[src/rtl/uart_rx_frame_ctrl.sv]
// uart_rx_frame_ctrl
//   Turns the byte stream from a UART receiver into command frames:
//     SYNC, CMD, ADDR, LEN, DATA[LEN], CKSUM
//   The payload is buffered. It is released only after the checksum matches.
//   It then drains as address/data beats over a valid/ready interface.
//
// Ports
//   clk          system clock; all inputs are synchronous to it
//   rst          synchronous, active-high reset
//   rx_done      receiver byte-done level; may stay high for many cycles
//   rx_data      received byte; stable while rx_done is high
//   out_valid    payload beat valid
//   out_ready    sink accepts the beat
//   out_addr     ADDR + beat index, modulo 256
//   out_data     payload byte
//   out_cmd      CMD byte of the frame being drained
//   out_last     final beat of the frame
//   err_cksum    one-cycle pulse: checksum mismatch
//   err_len      one-cycle pulse: LEN == 0 or LEN > MAX_LEN
//   err_timeout  one-cycle pulse: inter-byte timeout inside a frame
//   overrun      one-cycle pulse: byte arrived during drain and was dropped
//   busy         high in every state except HUNT
//   dbg_state    current FSM state (debug visibility)
//
// Handshake: a beat transfers on a clk edge where out_valid && out_ready.
// While out_valid is high and out_ready is low, all out_* stay stable.
// out_valid stays high until the beat is accepted.
module uart_rx_frame_ctrl #(
    parameter logic [7:0] SYNC_BYTE = 8'hA5,
    parameter int          MAX_LEN   = 16,
    parameter int          TIMEOUT   = 100000,
    parameter int          TO_W      = 17
) (
    input  logic       clk,
    input  logic       rst,
    input  logic       rx_done,
    input  logic [7:0] rx_data,
    output logic       out_valid,
    input  logic       out_ready,
    output logic [7:0] out_addr,
    output logic [7:0] out_data,
    output logic [7:0] out_cmd,
    output logic       out_last,
    output logic       err_cksum,
    output logic       err_len,
    output logic       err_timeout,
    output logic       overrun,
    output logic       busy,
    output logic [2:0] dbg_state
);
    localparam int IDX_W  = $clog2(MAX_LEN + 1);
    localparam int BUF_AW = (MAX_LEN > 1) ? $clog2(MAX_LEN) : 1;
    localparam logic [7:0]      MAX_LEN_B = 8'(MAX_LEN);
    // The timeout fires on the edge where the idle count would reach TIMEOUT.
    localparam logic [TO_W-1:0] TO_LAST   = TO_W'(TIMEOUT - 1);

    typedef enum logic [2:0] {
        S_HUNT, S_CMD, S_ADDR, S_LEN, S_DATA, S_CKSUM, S_DRAIN
    } state_t;

    state_t           state;
    logic             done_prev;
    logic             byte_stb;
    logic [7:0]       cmd_q;
    logic [7:0]       addr_q;
    logic [7:0]       cksum;
    logic [IDX_W-1:0] len_q;
    logic [IDX_W-1:0] idx;
    logic [IDX_W-1:0] idx_inc;
    logic [TO_W-1:0]  to_cnt;
    logic [7:0]       buf_mem [MAX_LEN];

    // done_prev resets to 1, so a done level already high at reset release
    // does not produce a strobe.
    assign byte_stb  = rx_done & ~done_prev;
    assign idx_inc   = idx + 1'b1;
    assign busy      = (state != S_HUNT);
    assign dbg_state = state;

    // Payload storage needs no reset.
    // Contents are only read after a full frame has written them.
    always_ff @(posedge clk) begin
        if (!rst && state == S_DATA && byte_stb)
            buf_mem[idx[BUF_AW-1:0]] <= rx_data;
    end

    always_ff @(posedge clk) begin
        if (rst) begin
            state       <= S_HUNT;
            done_prev   <= 1'b1;
            cmd_q       <= '0;
            addr_q      <= '0;
            cksum       <= '0;
            len_q       <= '0;
            idx         <= '0;
            to_cnt      <= '0;
            out_valid   <= 1'b0;
            out_addr    <= '0;
            out_data    <= '0;
            out_cmd     <= '0;
            out_last    <= 1'b0;
            err_cksum   <= 1'b0;
            err_len     <= 1'b0;
            err_timeout <= 1'b0;
            overrun     <= 1'b0;
        end else begin
            done_prev   <= rx_done;
            err_cksum   <= 1'b0;
            err_len     <= 1'b0;
            err_timeout <= 1'b0;
            overrun     <= 1'b0;
            case (state)
                S_HUNT: begin
                    cksum  <= '0;
                    to_cnt <= '0;
                    if (byte_stb && rx_data == SYNC_BYTE)
                        state <= S_CMD;
                end
                S_CMD, S_ADDR, S_LEN, S_DATA, S_CKSUM: begin
                    // A strobe in the timeout cycle wins: the byte is parsed.
                    if (byte_stb) begin
                        to_cnt <= '0;
                        case (state)
                            S_CMD: begin
                                cmd_q <= rx_data;
                                cksum <= rx_data;
                                state <= S_ADDR;
                            end
                            S_ADDR: begin
                                addr_q <= rx_data;
                                cksum  <= cksum + rx_data;
                                state  <= S_LEN;
                            end
                            S_LEN: begin
                                if (rx_data == 8'd0 || rx_data > MAX_LEN_B) begin
                                    err_len <= 1'b1;
                                    state   <= S_HUNT;
                                end else begin
                                    len_q <= rx_data[IDX_W-1:0];
                                    cksum <= cksum + rx_data;
                                    idx   <= '0;
                                    state <= S_DATA;
                                end
                            end
                            S_DATA: begin
                                cksum <= cksum + rx_data;
                                idx   <= idx_inc;
                                if (idx_inc == len_q)
                                    state <= S_CKSUM;
                            end
                            S_CKSUM: begin
                                if (rx_data == cksum) begin
                                    // Present beat 0 right away.
                                    // The first out_valid is one cycle later.
                                    idx       <= '0;
                                    state     <= S_DRAIN;
                                    out_valid <= 1'b1;
                                    out_data  <= buf_mem[0];
                                    out_addr  <= addr_q;
                                    out_cmd   <= cmd_q;
                                    out_last  <= (len_q == IDX_W'(1));
                                end else begin
                                    err_cksum <= 1'b1;
                                    state     <= S_HUNT;
                                end
                            end
                            default: state <= S_HUNT;
                        endcase
                    end else if (to_cnt == TO_LAST) begin
                        err_timeout <= 1'b1;
                        to_cnt      <= '0;
                        state       <= S_HUNT;
                    end else begin
                        to_cnt <= to_cnt + 1'b1;
                    end
                end
                S_DRAIN: begin
                    to_cnt <= '0;
                    // The receiver cannot be stalled, so bytes seen here are dropped.
                    if (byte_stb)
                        overrun <= 1'b1;
                    if (out_ready) begin
                        if (out_last) begin
                            out_valid <= 1'b0;
                            out_last  <= 1'b0;
                            state     <= S_HUNT;
                        end else begin
                            idx      <= idx_inc;
                            out_data <= buf_mem[idx_inc[BUF_AW-1:0]];
                            out_addr <= addr_q + 8'(idx_inc);
                            out_last <= (idx_inc == len_q - 1'b1);
                        end
                    end
                end
                default: state <= S_HUNT;
            endcase
        end
    end
endmodule
[config.mk]
export PLATFORM = sky130hd
export DESIGN_NAME = uart_rx_frame_ctrl
export DESIGN_NICKNAME = d
export VERILOG_FILES = /design/src/rtl/uart_rx_frame_ctrl.sv
export SDC_FILE = /design/constraint.sdc
export NUM_CORES = 1
export LEC_CHECK = 0
export ABC_AREA = 1
export BUFFER_PORTS_ARGS = -buffer_cell sky130_fd_sc_hd__buf_2
export CAP_MARGIN = 10
export CORE_MARGIN = 2
export CORE_UTILIZATION = 50
export DETAILED_ROUTE_END_ITERATION = 10
export PLACE_DENSITY = 0.65
export SETUP_SLACK_MARGIN = 0.1
export SLEW_MARGIN = 40
export SYNTH_ARGS = -nofsm -noshare
export SYNTH_HDL_FRONTEND = slang
export SYNTH_SLANG_ARGS = --single-unit
[constraint.sdc]
create_clock -name clk -period 2.9 [get_ports clk]
set_input_delay 0.58 -clock clk [delete_from_list [all_inputs] [get_ports clk]]
set_output_delay 0.58 -clock clk [all_outputs]
set_load 0.1 [all_outputs]
==> reports/metrics.csv <==
metric,value,unit
outcome,finished clean,
grt_usage,24.4,%
dr.first_iter.drc_count,562,
antenna_cells,0,
cts_buffers,24,
wire_per_inst,17.4,µm
dpl.hpwl,16.6,mm
synth_top_cells_by_count,"nor2_1 (186), nand2_1 (155), edfxtp_1 (128)",
path_class,reg2reg,
rsz0062_at_grt,no,
synth.distinct_cells,41,
layout_setup_ws,0.454,ns
power.total,7.58,mW
via_count,7810,
ctsResizeCount,0,
drc,0,
max_cap_violations,0,
dominantRegCellSynth,edfxtp_1,
ys_warn_count,0,
viasPerCell,5.42,
grt_pass1_vias,7179,
clockRootBuffer,clkbuf_16,
slowest_delay,0.42,ns
yosysTopAreaCell,edfxtp_1,
async_flop_share,0,%
slew_violations,0,
wl,25.0,mm
first_pass_iters,5,
slew_headroom,59.4,%
worstMarginPinSlew,0.609,ns
layout_min_cycle_time,2.45,ns
io_pins,46,
setup_viol,0,
clock_latency,0.53,ns
synthTopCellsByArea,"edfxtp_1 (39%), dfxtp_1 (17%), nor2_1 (7.1%)",
critPathMostFrequentCell,nand2_1,
critPathMaxFanout,17,
syn_nets,1125,
synth_seq_cells,213,
synth-edff-count,128,
power.share.clock,40.4,%
drive_gt1_share,12.9,%
num_rows,51,
synth_area,0.00980,mm²
ir_drop,430,µV
p_leak,4.41,nW
fin_crit_sh,84.3,%
ctsHtreeMaxLevel,1,
synth_top_cell_area_share,39.2,%
place_congestion,0.855,
area_growth,15.4,%
path_clk_slew,0.06,ns
fin_skew,0.0283,ns
switching_power,2.16,mW
die_width,144,µm
nNetsFinal,1191,
avgSynthCellArea,8.97,µm²
cts_sinks,213,
portBuffers,45,
fin_tns_setup,0,ns
cts_tree,built,
place_ws,0.168,ns
cp.arrival,2.91,ns
ctsHoldBuffers,0,
die_height,144,µm
crit_chain,"ha_1, inv_1, nand2_1, nand2_1, inv_2, ha_1, a21oi_1, nand2_1, xnor2_1, o21ai_0, nor2_1, nor2_1",
dieArea,0.0207,mm²
internal-power,5.42,mW
power_per_cell_area,670,mW/mm²
final_antenna_net_count,0,
cts_setup_buffers,0,
hold_path_class,in2reg,
crit_slowest_cell,dfxtp_1,
whs,0.249,ns
cp-end-kind,register,
worstPathRequired,3.37,ns
synth_cells,1092,
timing.fmax,409,MHz
antenna_found_initial,0,
grt_pass1_wl,38.8,mm
overflow,0,
power_frac_comb,16.0,%
worst_setup_path_start_kind,register,
power.switching_fraction,28.5,%
cts_max_path_buffers,3,
core_area,0.0193,mm²
seq_power_share,43.6,%
final_hold_viol_count,0,
synth_most_common_cell,nor2_1,
ys_seq_area_share,56.6,%
start_util,50.7,%
grt_start_max_net_pins,59,
-- routing by layer --
layer,GRT usage (%),routed length [µm]
met4,7.48,693
met1,34.0,11200
met2,39.4,11700
met3,3.94,1460
met5,0,0
-- cell families after synthesis --
family / share of synthesized area, %
buffers and inverters: 5.41
flip-flops: 56.6
adder cells (fa/ha/maj): 2.83
XOR/XNOR: 1.34
AO/OA/AOI/OAI: 13.9
AND/OR/NAND/NOR: 19.9
-- metrics by stage --
step	utilization (%)	cell area (µm²)	std cells
final	58.5	11300	1441
after global routing	58.5	11300	1441
after CTS	58.5	11300	1441
after detailed placement	54.3	10500	1397
after global placement	54.3	10500	1397
after floorplan	-	9800	1092
-- state kept, by name, summed over array words and instances, names as in the netlist, 3 cells and up --
name and cells:
buf_mem 128, len_q 5, cksum 8, to_cnt 17, dbg_state 3, out_addr 8
out_cmd 8, out_data 8, addr_q 8, cmd_q 8, idx 5
-- worst max-delay path: cells and delay by family, from the launching register on --
kind | cells | cell delay (ns)
AND/OR/NAND/NOR | 5 | 0.41
adder cells (fa/ha/maj) | 2 | 0.67
flip-flops | 1 | 0.42
XOR/XNOR | 1 | 0.12
buffers and inverters | 2 | 0.38
AO/OA/AOI/OAI | 2 | 0.39
-- cell usage in the layout, fill, tap and decap left out, types with 4 or more instances in the layout --
master     Yosys  final
ha_1          19     18
a211oi_1       4      4
xor2_1         8      8
nand3_1       70     70
a21oi_1       74     74
buf_2         10     45
nand2_1      155    154
clkinv_2       0      6
inv_2         10     10
xnor2_1        7      7
edfxtp_1     128    128
nand4_1       15     15
o21ai_0      109    109
nor3_1        14     14
inv_1         77     77
o211ai_1      33     33
buf_4          2     38
nor2_1       186    186
dfxtp_1       85     84
o21ai_1       23     23
clkbuf_16      0     26
-- final timing paths --
check	start	endpoint	slack, ns	depth (start not counted)
min reg2reg	out_cmd[7]	out_cmd[7]	0.44	2
max	idx[1]	out_addr[3]	0.45	12
min	rx_done	done_prev	0.25	3
max reg2reg	idx[1]	out_addr[3]	0.45	12
-- power by group through the flow --
stage	registers [mW]	clock network, mW	logic (mW)
final	3.30	3.06	1.21
after floorplan	3.58	0	0.663
after global routing	3.31	3.24	1.34
after CTS	3.30	3.10	1.22
after global placement	3.37	0	1.20
after detailed placement	3.37	0	1.21
-- area by class of cell --
class,instances,area [µm²]
clock inverter,10,91.3
fill,1704,8030
sequential,213,5550
tap,265,332
multi-input combinational,745,3730
timing repair buffer,85,551
clock buffer,34,722
inverter,89,334
No activity file was read; power rests on OpenSTA's default activity.
